`config.mk`:
```
export PLATFORM = sky130hd
export DESIGN_NAME = button_event_unit
export DESIGN_NICKNAME = d
export VERILOG_FILES = /design/src/rtl/sudoku_io_pkg.sv /design/src/rtl/button_debouncer.sv /design/src/rtl/button_event_unit.sv
export SDC_FILE = /design/constraint.sdc
export NUM_CORES = 1
export LEC_CHECK = 0
export BUFFER_PORTS_ARGS = -buffer_cell sky130_fd_sc_hd__buf_4
export CAP_MARGIN = 20
export CELL_PAD_IN_SITES_DETAIL_PLACEMENT = 0
export CELL_PAD_IN_SITES_GLOBAL_PLACEMENT = 1
export CORE_ASPECT_RATIO = 0.5
export CORE_MARGIN = 4
export CORE_UTILIZATION = 45
export DETAILED_ROUTE_END_ITERATION = 6
export MAX_ROUTING_LAYER = met4
export PLACE_DENSITY = 0.86
export SYNTH_ARGS = -nofsm -noshare
export SYNTH_HDL_FRONTEND = slang
export SYNTH_SLANG_ARGS = --single-unit
export TNS_END_PERCENT = 5
```
`constraint.sdc`:
```
create_clock -name clk -period 2.4 [get_ports clk]
set_clock_uncertainty 0.05 [all_clocks]
set_input_delay 0.48 -clock clk [delete_from_list [all_inputs] [get_ports clk]]
set_output_delay 0.48 -clock clk [all_outputs]
set_load 0.005 [all_outputs]
```
`src/rtl/sudoku_io_pkg.sv`:
```
// sudoku_io_pkg: shared button indices, counts and repeat FSM state type
package sudoku_io_pkg;
   localparam int BTN_UP      = 0;
   localparam int BTN_DOWN    = 1;
   localparam int BTN_LEFT    = 2;
   localparam int BTN_RIGHT   = 3;
   localparam int BTN_START   = 4;
   localparam int BTN_A       = 5;
   localparam int BTN_B       = 6;
   localparam int NUM_BUTTONS = 7;
   localparam int NUM_DIRS    = 4;

   typedef enum logic [1:0] {
      RPT_IDLE,
      RPT_DELAY,
      RPT_REPEAT
   } rpt_state_e;
endpackage

```
`src/rtl/button_debouncer.sv`:
```
// button_debouncer: 2-flop synchronizer, debounce counter, stable level and press pulse
module button_debouncer #(
   parameter int DEBOUNCE_CYCLES = 50000
) (
   input  logic clk,
   input  logic reset,
   input  logic btn_in,
   output logic stable,
   output logic press
);
   localparam int DW = $clog2(DEBOUNCE_CYCLES + 1);
   localparam logic [DW-1:0] DMAX = DW'(DEBOUNCE_CYCLES - 1);

   logic s1_q, s2_q, stable_q, stable_d, press_q, press_d;
   logic [DW-1:0] dcnt_q, dcnt_d;

   // accept a new level only after it persists DEBOUNCE_CYCLES cycles; any bounce back restarts the count
   always_comb begin
      stable_d = stable_q;
      dcnt_d   = '0;
      if (s2_q != stable_q) begin
         if (dcnt_q == DMAX) stable_d = s2_q;
         else dcnt_d = dcnt_q + 1'b1;
      end
      press_d = stable_d & ~stable_q;
   end

   // synchronizer and debounce state
   always_ff @(posedge clk or negedge reset) begin
      if (!reset) begin
         s1_q     <= 1'b0;
         s2_q     <= 1'b0;
         stable_q <= 1'b0;
         dcnt_q   <= '0;
         press_q  <= 1'b0;
      end else begin
         s1_q     <= btn_in;
         s2_q     <= s1_q;
         stable_q <= stable_d;
         dcnt_q   <= dcnt_d;
         press_q  <= press_d;
      end
   end

   assign stable = stable_q;
   assign press  = press_q;
endmodule

```
`src/rtl/button_event_unit.sv`:
```
// button_event_unit: debounced press events and held levels, with auto-repeat on the directions
module button_event_unit
   import sudoku_io_pkg::*;
#(
   parameter int DEBOUNCE_CYCLES = 50000,
   parameter int REPEAT_DELAY    = 25000000,
   parameter int REPEAT_PERIOD   = 5000000
) (
   input  logic       clk,
   input  logic       reset,
   input  logic       up_button,
   input  logic       down_button,
   input  logic       left_button,
   input  logic       right_button,
   input  logic       start_button,
   input  logic       a_button,
   input  logic       b_button,
   input  logic       repeat_en,
   output logic       up_press,
   output logic       down_press,
   output logic       left_press,
   output logic       right_press,
   output logic       start_press,
   output logic       a_press,
   output logic       b_press,
   output logic [6:0] held
);
   localparam int RW = $clog2(REPEAT_DELAY + 1);
   localparam logic [RW-1:0] RD_MAX = RW'(REPEAT_DELAY - 1);
   localparam logic [RW-1:0] RP_MAX = RW'(REPEAT_PERIOD - 1);

   logic [NUM_BUTTONS-1:0] btn, stable, press, events;
   logic [NUM_DIRS-1:0]    rep;

   assign btn = {b_button, a_button, start_button, right_button, left_button, down_button, up_button};

   genvar b, d;
   generate
      for (b = 0; b < NUM_BUTTONS; b++) begin : g_btn
         button_debouncer #(.DEBOUNCE_CYCLES(DEBOUNCE_CYCLES)) u_deb (
            .clk    (clk),
            .reset  (reset),
            .btn_in (btn[b]),
            .stable (stable[b]),
            .press  (press[b])
         );
      end
      for (d = 0; d < NUM_DIRS; d++) begin : g_rpt
         rpt_state_e      state_q;
         logic [RW-1:0]   rcnt_q;
         logic            pulse_q;
         // repeat FSM; rcnt counts cycles since the press pulse, so the IDLE->DELAY step already loads 1
         always_ff @(posedge clk or negedge reset) begin
            if (!reset) begin
               state_q <= RPT_IDLE;
               rcnt_q  <= '0;
               pulse_q <= 1'b0;
            end else begin
               pulse_q <= 1'b0;
               if (!repeat_en || !stable[d]) begin
                  state_q <= RPT_IDLE;
                  rcnt_q  <= '0;
               end else begin
                  case (state_q)
                     RPT_IDLE: begin
                        rcnt_q <= '0;
                        if (press[d]) begin
                           if (RD_MAX == '0) begin
                              pulse_q <= 1'b1;
                              state_q <= RPT_REPEAT;
                           end else begin
                              state_q <= RPT_DELAY;
                              rcnt_q  <= RW'(1);
                           end
                        end
                     end
                     RPT_DELAY: begin
                        if (rcnt_q == RD_MAX) begin
                           pulse_q <= 1'b1;
                           rcnt_q  <= '0;
                           state_q <= RPT_REPEAT;
                        end else rcnt_q <= rcnt_q + 1'b1;
                     end
                     RPT_REPEAT: begin
                        if (rcnt_q == RP_MAX) begin
                           pulse_q <= 1'b1;
                           rcnt_q  <= '0;
                        end else rcnt_q <= rcnt_q + 1'b1;
                     end
                     default: begin
                        state_q <= RPT_IDLE;
                        rcnt_q  <= '0;
                     end
                  endcase
               end
            end
         end
         assign rep[d] = pulse_q;
      end
   endgenerate

   assign events      = press | {{(NUM_BUTTONS-NUM_DIRS){1'b0}}, rep};
   assign up_press    = events[BTN_UP];
   assign down_press  = events[BTN_DOWN];
   assign left_press  = events[BTN_LEFT];
   assign right_press = events[BTN_RIGHT];
   assign start_press = events[BTN_START];
   assign a_press     = events[BTN_A];
   assign b_press     = events[BTN_B];
   assign held        = stable;
endmodule

```
Yosys cells after proc, flatten, opt, wreduce, memory -nomap -nowiden. Cells that the tools add are included.

Word-level logic and storage cells: 212. Input port bits: 10. Flip-flop bits (word level): 252.

Muxes and demuxes: 80. Reductions and logical operators: 17. Bitwise operators: 15. $add $sub $neg: 11. Equal/unequal tests: 42.

Operator list (count): 25-bit 2-to-1 mux (12); 25-bit one-hot mux with 3 select lines (4); 16-bit 2-to-1 mux (14); 16-bit by 1-bit adder with 16-bit output (second input constant) (7); 16-bit == test (second input constant) (7); 25-bit by 1-bit adder with 25-bit output (second input constant) (4); 25-bit by 23-bit == test with 1-bit output (second input constant) (4); 25-bit == test (second input constant) (4); 1-bit 2-to-1 mux (30); 2-bit 2-to-1 mux (12); 2-bit one-hot mux with 3 select lines (4); 3-bit by 2-bit != test with 1-bit output (second input constant) (4); 3-bit != test (second input constant) (4); 3-bit AND reduction (4); 2-bit by 1-bit == test with 1-bit output (second input constant) (4); 2-bit == test (second input constant) (4); 2-bit zero test (4); 2-bit != test (second input constant) (4); 1-bit one-hot mux with 2 select lines (4); 1-bit bitwise AND (7); 1-bit != test (7); 1-bit inverter (7); 7-bit by 4-bit bitwise OR with 7-bit output (1); 1-bit zero test (5); 1-bit logical OR (4).

Depth between registers and ports, before layout. Gate-level depths: netlist (run 1).

Depth in word-level cells: 4. Mapped depth: 7. Mapped depth without buffers: 6.

By module. A second synthesis (run 1) with hierarchy kept.

Cell total of the unflattened synthesis: 1236. Area total of the unflattened synthesis: 13187.6 µm².

By module, submodules not included: button_debouncer (area an instance 1008.5 µm², instances 7, cells each 85, seq. area each 500.5 µm²); button_event_unit (area an instance 6128.4 µm², instances 1, cells each 641, seq. area each 2802.7 µm²).

Worst setup path after synthesis (run 1). OpenSTA, ideal clock, no wires.

Path type: reg2reg. Start: register g_rpt[3].rcnt_q[15]. End: register g_rpt[3].rcnt_q[8]. Clock period less this slack: 2.368 ns. Buffers on the path: 1. Arrival time: 2.199 ns. Stages on the path, launching flop included: 7. Path slack: 0.032 ns. Required time: 2.231 ns. Library setup time: 0.119 ns. Cells stage by stage: dfrtp_1 -> or4_4 -> or4_4 -> o41a_1 -> o21ai_4 -> buf_6 -> nor2_1.

Word-level cells in the longest chain between the ends: 4.

Ends and longest elaborated chain: start, declared (line button_event_unit.sv:50) `logic [RW-1:0] rcnt_q;`; start signal, assigned (line button_event_unit.sv:82) `end else rcnt_q <= rcnt_q + 1'b1;`; start signal, assigned (line button_event_unit.sv:88) `end else rcnt_q <= rcnt_q + 1'b1;`; 25-bit by 23-bit == test with 1-bit output / 25-bit == test (equally long branches) (line button_event_unit.sv:85, button_event_unit.sv:78); 25-bit 2-to-1 mux (on tied branches) (line button_event_unit.sv:85, button_event_unit.sv:78); 25-bit one-hot mux with 3 select lines (*) (line button_event_unit.sv:64) `case (state_q)`; 25-bit 2-to-1 mux (*) (line button_event_unit.sv:60) `if (!repeat_en || !stable[d]) begin`.

Mark *: on every way between the ends. The rest lies on a longest branch, timed or not. A chain may end at the register's enable or synchronous reset.

Worst setup path in the final report (run 1).
Start: register g_rpt[2].rcnt_q[13]. End: register g_rpt[2].rcnt_q[3].

Word-level cells in the longest chain between the ends: 4.

Ends and longest elaborated chain (line): start, declared (button_event_unit.sv:50); start signal, assigned (button_event_unit.sv:82); start signal, assigned (button_event_unit.sv:88); 25-bit by 23-bit == test with 1-bit output / 25-bit == test (equally long branches) (button_event_unit.sv:85, button_event_unit.sv:78); 25-bit 2-to-1 mux (on tied branches) (button_event_unit.sv:85, button_event_unit.sv:78); 25-bit one-hot mux with 3 select lines (*) (button_event_unit.sv:64); 25-bit 2-to-1 mux (*) (button_event_unit.sv:60).

Marks and branches as above.

==> results of run 1 <==
[per-layer routing]
layer	share of wire, %	track usage, %
met5	0	-
met4	2.0	3.66
met3	3.3	3.14
met1	47	22.2
met2	48	25.7
[synthesized netlist by cell type, drive strengths merged (3+ instances only)]
cell type  count
nand3         87
dfrtp        252
xnor2         66
o31ai          3
nor4b          6
and2           7
nor2         239
or2            7
buf           13
nor3          24
inv           26
ha            31
and4          16
a31oi          4
mux2           8
nand2         83
nor4          22
o21ai          7
clkbuf        15
o21a           3
a21oi          4
xor2         131
nor3b         12
a22oi          3
nand4         56
or4            8
nor2b          8
and3          49
[logic make-up (layout without fill, tap and decap cells)]
| family | Yosys count | count (layout) | share of synthesized area [%] |
|---|---|---|---|
| AND/OR/NAND/NOR | 636 | 636 | 25.9 |
| flip-flops | 252 | 252 | 51.8 |
| XOR/XNOR | 197 | 197 | 14.2 |
| buffers and inverters | 54 | 131 | 2.05 |
| AO/OA/AOI/OAI | 35 | 35 | 2.08 |
| adder cells (fa/ha/maj) | 31 | 31 | 3.19 |
| multiplexers | 9 | 9 | 0.822 |
[stage by stage]
step           util [%]  power, mW  hold WS (ps)  instances
2_1_floorplan         -       4.46           134       1214
3_3_place_gp       48.9       4.60           283       1595
3_5_place_dp       48.9       4.61           286       1595
4_1_cts            52.1       8.42          1.13       1642
5_1_grt            52.3       8.62          1.21       1643
6_report           52.3       8.28          19.5       1643
[cell type report]
type                    instances  area, sq um
clock buffers                  29          651
clock inverters                12          120
fillers                      2282        12700
inverters                      26         97.6
multi-input cells             908         5670
flip-flops and latches        252         6310
well taps                     352          440
repair buffers                 64          597
[worst max-delay path by stage]
stage	slack (ps)	endpoint	startpoint	cells after the start
2_1_floorplan	30	g_rpt[3].rcnt_q[8]$_DFF_PN0_	g_rpt[3].rcnt_q[15]$_DFF_PN0_	6
4_1_cts	10	g_rpt[3].rcnt_q[3]$_DFF_PN0_	g_rpt[3].rcnt_q[17]$_DFF_PN0_	6
3_3_place_gp	30	g_rpt[3].rcnt_q[7]$_DFF_PN0_	g_rpt[3].rcnt_q[17]$_DFF_PN0_	6
6_report	80	g_rpt[2].rcnt_q[3]$_DFF_PN0_	g_rpt[2].rcnt_q[13]$_DFF_PN0_	7
3_5_place_dp	20	g_rpt[3].rcnt_q[3]$_DFF_PN0_	g_rpt[3].rcnt_q[17]$_DFF_PN0_	6
5_1_grt	3	g_rpt[0].state_q[0]$_DFFE_PN0P_	g_rpt[0].rcnt_q[12]$_DFF_PN0_	5
[worst max-delay path, stage by stage, from the launching register on]
cell,delay (ps)
dfrtp_1,440
or4_1,520
nor4_1,410
buf_4,200
a31oi_1,100
o21ai_1,190
buf_4,230
nor2_1,70
[timing repair]
| action | in CTS | in global routing |
|---|---|---|
| hold buffers | 6 | 1 |
| endpoints found under the hold margin | 66 | 1 |
| setup endpoints to repair | 0 | 63 |
| gates resized for setup | 0 | 9 |
[state kept, by name, indices dropped and copies added (netlist names)]
signal              flops
g_btn.u_deb.dcnt_q    112
g_btn.u_deb.press       7
g_btn.u_deb.s1_q        7
g_btn.u_deb.s2_q        7
g_btn.u_deb.stable      7
g_rpt.pulse_q           4
g_rpt.rcnt_q          100
g_rpt.state_q           8
[power by group through the flow]
stage	registers [mW]	clock network [mW]	logic, mW
6_report	4.32	3.75	0.207
5_1_grt	4.33	4.05	0.243
4_1_cts	4.32	3.88	0.216
3_5_place_dp	4.40	0	0.207
3_3_place_gp	4.40	0	0.198
2_1_floorplan	4.39	0	0.0652
==> impl_results.md, run 1 <==
* Outcome: complete, no violations
* Largest net degree at the start of global routing at 68
* Residual overflow from global routing at 0
* Sequential share of power at 52.2%
* Via-per-instance ratio at 5.25
* Area growth, synth to finish at 14.0%
* Tot GR Track Use at 16.3%
* Worst reg2reg path endpoint: g_rpt[2].rcnt_q[3]$_DFF_PN0_
* Die Span Y at 124 microns
* Starting density of the core at 45.9%
* Yosys reg bits at 252
* Synth warn at 0
* Post-route setup TNS at 0 ps
* Post-synth cell types at 51
* DR vias at 8619
* Maximum clock frequency at 431 MHz
* Net Sw Frac at 21.5%
* Final instance area at 13900 sq um
* Hold violation total from the final report at 0
* Hold Path End: g_btn[6].u_deb.s1_q$_DFF_PN0_
* CP Launch Type: flop
* Register area share after synthesis at 51.8%
* Port Buffers at 23
* Final nets at 1317
* Pwr per Cell Area at 596 nW/um^2
* Hold Path Stages at 1
* Top_reg_cell synth: dfrtp_1
* CTS Buf Count at 24
* Hold Crit Start: b_button
* Worst-path clk slew at 70 ps
* Placement Setup Slack at 22.1 ps
* Cell taking the most area after synthesis: dfrtp_1
* Post-synth EDFFs at 0
* Post-route ant nets at 0
* Critical Path AT at 2680 ps
* Root buffer cell: clkbuf_16
* Row Count at 42
* Flop2flop setup slack at 80 ps
* Clock latency on the worst-skew pair at 520 ps
* DRC at 0
* Tmin final at 2320 ps
* CTS Buffer Depth at 3
* Antenna violations before repair at 0
* Core Box Area at 26500 sq um
* Logic pwr share at 2.5%
* CTS tree: yes
* WS Path Type: flop to flop
* Worst slew pin tran at 715 ps
* Setup Viol. Count Final at 0
* Synthesized area at 12200 sq um
* R2R depth at 7
* Die Width at 241 microns
* Synth async-reset ratio at 100%
* Syn_nets at 1255
* Placed cell areas at 13000 sq um
* GPL Wtd Cong at 0.828
* Critical path fanouts, max at 13
* Largest cells by area after synthesis: dfrtp_1, xor2_1, nor2_1
* Max transition margin at 51.9%
* Post-CTS setup buffers at 0
* Clk network pwr share at 45.3%
* Number of I/O pins at 24
* CTS H-Tree Depth at 1
* Max-slew violation count at 0
* RSZ-0062 raised after global routing: false
* DR WL/cell at 13.9 microns
* FF-to-FF Start: g_rpt[2].rcnt_q[13]$_DFF_PN0_
* DR pass1 iterations at 7
* Avg Synthesized Cell Area at 10.0 sq um
* DP Wirelength at 15400 microns
* Diode count at 0
* Required @ worst endpoint at 2760 ps
* # Max-Cap Violations at 0
* Clk sinks at 252
* Setup crit end kind: flop
* Switch Pwr at 1.78 mW
* Die Footprint at 29900 sq um
* Global-route wire length before repair at 41100 microns
* Post-Syn Instances at 1214
* Share of layout cells above drive strength 1 at 9.68%
* Part of the cycle the worst path needs at 96.6%
* Worst hold path type: input port to flop
* Int Power at 6.50 mW
* Overall routed net length at 22900 microns
* Most frequent cells in the layout: dfrtp_1, nor2_1, xor2_1
* Post-layout worst setup margin at 81.6 ps
* 1st-iter DRT viols at 443
* Leading cell type in the layout, fill and taps excluded: dfrtp_1
* LEAKAGE at 5.94 nW
* Vias in the first global route at 8906
* Post-synth top area share at 51.8%
* Worst VDD drop at 0.000447 V
Power figures use the tool's default switching activity.
==> run 2: changes to the inputs <==
--- a/config.mk
+++ b/config.mk
@@ -14,7 +14,7 @@
 export CORE_UTILIZATION = 45
 export DETAILED_ROUTE_END_ITERATION = 6
 export MAX_ROUTING_LAYER = met4
-export PLACE_DENSITY = 0.86
+export PLACE_DENSITY_LB_ADDON = 0.1
 export SYNTH_ARGS = -nofsm -noshare
 export SYNTH_HDL_FRONTEND = slang
 export SYNTH_SLANG_ARGS = --single-unit
==> impl_results.md, run 2 (same netlist as run 1, synthesis figures left out) <==
* Critical Path AT at 2700 ps (was 2680 ps)
* WS Path Type: flop to flop (unchanged)
* Critical path depth in cells at 6 (was 7)
* Root buffer cell: clkbuf_16 (unchanged)
* Hold Path Stages at 3 (was 1)
* Via-per-instance ratio at 5.15 (was 5.25)
* Starting density of the core at 45.9% (unchanged)
* RSZ-0062 raised after global routing: true (was false)
* Die Span Y at 124 microns (unchanged)
* Antenna violations before repair at 0 (unchanged)
* Max-slew violation count at 0 (unchanged)
* Slowest CP cell: or4_4 (was or4_1)
* 1st-iter DRT viols at 452 (was 443)
* Max reg flops at 112 (unchanged)
* DR vias at 8520 (was 8619)
* Residual overflow from global routing at 0 (unchanged)
* Hold violation total from the final report at 0 (unchanged)
* Pwr per Cell Area at 609 nW/um^2 (was 596 nW/um^2)
* Global-route wire length before repair at 40600 microns (was 41100 microns)
* Final Power at 8.49 mW (was 8.28 mW)
* Die Width at 241 microns (unchanged)
* GPL Wtd Cong at 0.801 (was 0.828)
* Clock latency on the worst-skew pair at 550 ps (was 520 ps)
* Share of layout cells above drive strength 1 at 10.1% (was 9.68%)
* # Max-Cap Violations at 0 (unchanged)
* Worst VDD drop at 0.000513 V (was 0.000447 V)
* Row Count at 42 (unchanged)
* Number of I/O pins at 24 (unchanged)
* Maximum clock frequency at 428 MHz (was 431 MHz)
* Tot GR Track Use at 16.3% (about the same)
* Die Footprint at 29900 sq um (unchanged)
* Worst hold path type: input port to flop (unchanged)
* Setup crit end kind: flop (unchanged)
* Required @ worst endpoint at 2760 ps (about the same)
* Tmin final at 2340 ps (was 2320 ps)
* Placed cell areas at 13000 sq um (about the same)
* Most frequent cells in the layout: dfrtp_1, nor2_1, xor2_1 (unchanged)
* Largest net degree at the start of global routing at 83 (was 68)
* LEAKAGE at 6.00 nW (was 5.94 nW)
* Critical path fanouts, max at 3 (was 13)
* Post-layout worst setup margin at 64.8 ps (was 81.6 ps)
* Placement Setup Slack at -99.1 ps (was 22.1 ps)
* DR pass1 iterations at 5 (was 7)
* CTS tree: yes (unchanged)
* R2R depth at 6 (was 7)
* Largest Register: g_btn.u_deb.dcnt_q (unchanged)
* Part of the cycle the worst path needs at 97.3% (was 96.6%)
* Setup Viol. Count Final at 0 (unchanged)
* Clk sinks at 252 (unchanged)
* DRC at 0 (unchanged)
* Buf/Inv on CP at 1 (was 2)
* Area growth, synth to finish at 14.5% (was 14.0%)
* Outcome: complete, no violations (unchanged)
* CTS Buf Count at 25 (was 24)
* DR WL/cell at 13.9 microns (about the same)
* CP most frequent cell: or4_4 (was buf_4)
* Worst slew pin tran at 550 ps (was 715 ps)
* CP Launch Type: flop (unchanged)
* Max transition margin at 63.0% (was 51.9%)
* Largest regs: g_btn.u_deb.dcnt_q: 112 flops, g_rpt.rcnt_q: 100 flops, g_rpt.state_q: 8 flops (unchanged)
* CTS H-Tree Depth at 1 (unchanged)
* Filler cells at 2344 (was 2282)
* Core Box Area at 26500 sq um (unchanged)
* Cells along the critical path: or4_4, or4_4, o41a_1, o21ai_4, buf_4, o21ai_0 (was or4_1, nor4_1, buf_4, a31oi_1, o21ai_1, buf_4, nor2_1)
* Final nets at 1325 (was 1317)
* Port Buffers at 23 (unchanged)
* CTS Buffer Depth at 3 (unchanged)
* CP delay by family, top: simple AND/OR/NAND/NOR gates (unchanged)
* Leading cell type in the layout, fill and taps excluded: dfrtp_1 (unchanged)
* Post-route setup TNS at 0 ps (unchanged)
* Overall routed net length at 23000 microns (was 22900 microns)
* Diode count at 0 (unchanged)
* Core Util, Final at 52.5% (was 52.3%)
* Final instance area at 13900 sq um (about the same)
* Flop2flop setup slack at 60 ps (was 80 ps)
* Vias in the first global route at 8470 (was 8906)
* DP Wirelength at 15600 microns (was 15400 microns)
* Worst-path clk slew at 60 ps (was 70 ps)
* Post-route ant nets at 0 (unchanged)
* Slowest stage delay, CP at 530 ps (was 520 ps)
-- run 2: changes by cell type in the layout (fill, tap and decap cells not counted), moves of 2 or more --
| cell | change |
|---|---|
| buf_12 | -2 |
| buf_4 | +8 |
| clkinv_2 | +2 |
| clkinvlp_4 | -4 |
| nor3_1 | +2 |
| nor3_2 | -2 |
-- run 2: timing repair --
item / 4_1_cts / 5_1_grt
setup buffers: 0 / 1
hold endpoints to repair: 49 / 0
resized for setup: 1 / 6
pin swaps: 0 / 5
hold buffers: 8 / 0
endpoints found under the setup margin: 11 / 35
-- run 2: cell type report --
cell class	instances	area [sq um]	area share, %
timing repair buffer	71	627	4.50
multi-input combinational	908	5650	40.5
clock inverter	13	155	1.11
sequential	252	6310	45.2
clock buffer	31	668	4.79
tap	352	440	3.16
inverter	26	97.6	0.700
-- run 2: final timing paths --
kind,from,end
worst max register to register,g_rpt[3].rcnt_q[10]$_DFF_PN0_,g_rpt[3].rcnt_q[0]$_DFF_PN0_
worst max-delay path,g_rpt[3].rcnt_q[10]$_DFF_PN0_,g_rpt[3].rcnt_q[0]$_DFF_PN0_
max in group asynchronous,reset,g_btn[1].u_deb.dcnt_q[1]$_DFF_PN0_
worst min-delay path,repeat_en,g_rpt[1].state_q[1]$_DFFE_PN0P_
worst min register to register,g_btn[5].u_deb.s1_q$_DFF_PN0_,g_btn[5].u_deb.s2_q$_DFF_PN0_
min in group asynchronous,reset,g_btn[5].u_deb.stable$_DFF_PN0_
-- run 2: power breakdown --
part / leakage [nW] / switching, mW / total, mW / internal (mW)
clock network: 0.412 / 1.66 / 3.97 / 2.30
registers: 3.47 / 0.0339 / 4.32 / 4.29
logic: 2.11 / 0.138 / 0.200 / 0.0626
total: 6.00 / 1.83 / 8.49 / 6.66
-- run 2: through the flow --
stage | std cells | hold WS, ps
global route | 1653 | 246
CTS | 1652 | 220
floorplan | 1214 | 134
finish | 1653 | 246
global placement | 1600 | 282
detailed placement | 1600 | 287
-- run 2: worst register-to-register path: stages, from the launching register on --
cell and delay (ps):
dfrtp_1 380, or4_4 530, or4_4 430, o41a_1 370
o21ai_4 220, buf_4 150, o21ai_0 80
-- run 2: layer usage --
metal / part of all wire (%) / up-vias / global-route usage [%]
met5: 0 / - / -
met3: 2.9 / 35 / 3.08
met1: 52 / 4120 / 24.0
met2: 43 / 87 / 23.7
met4: 1.9 / 0 / 3.22
li1: - / 4278 / -
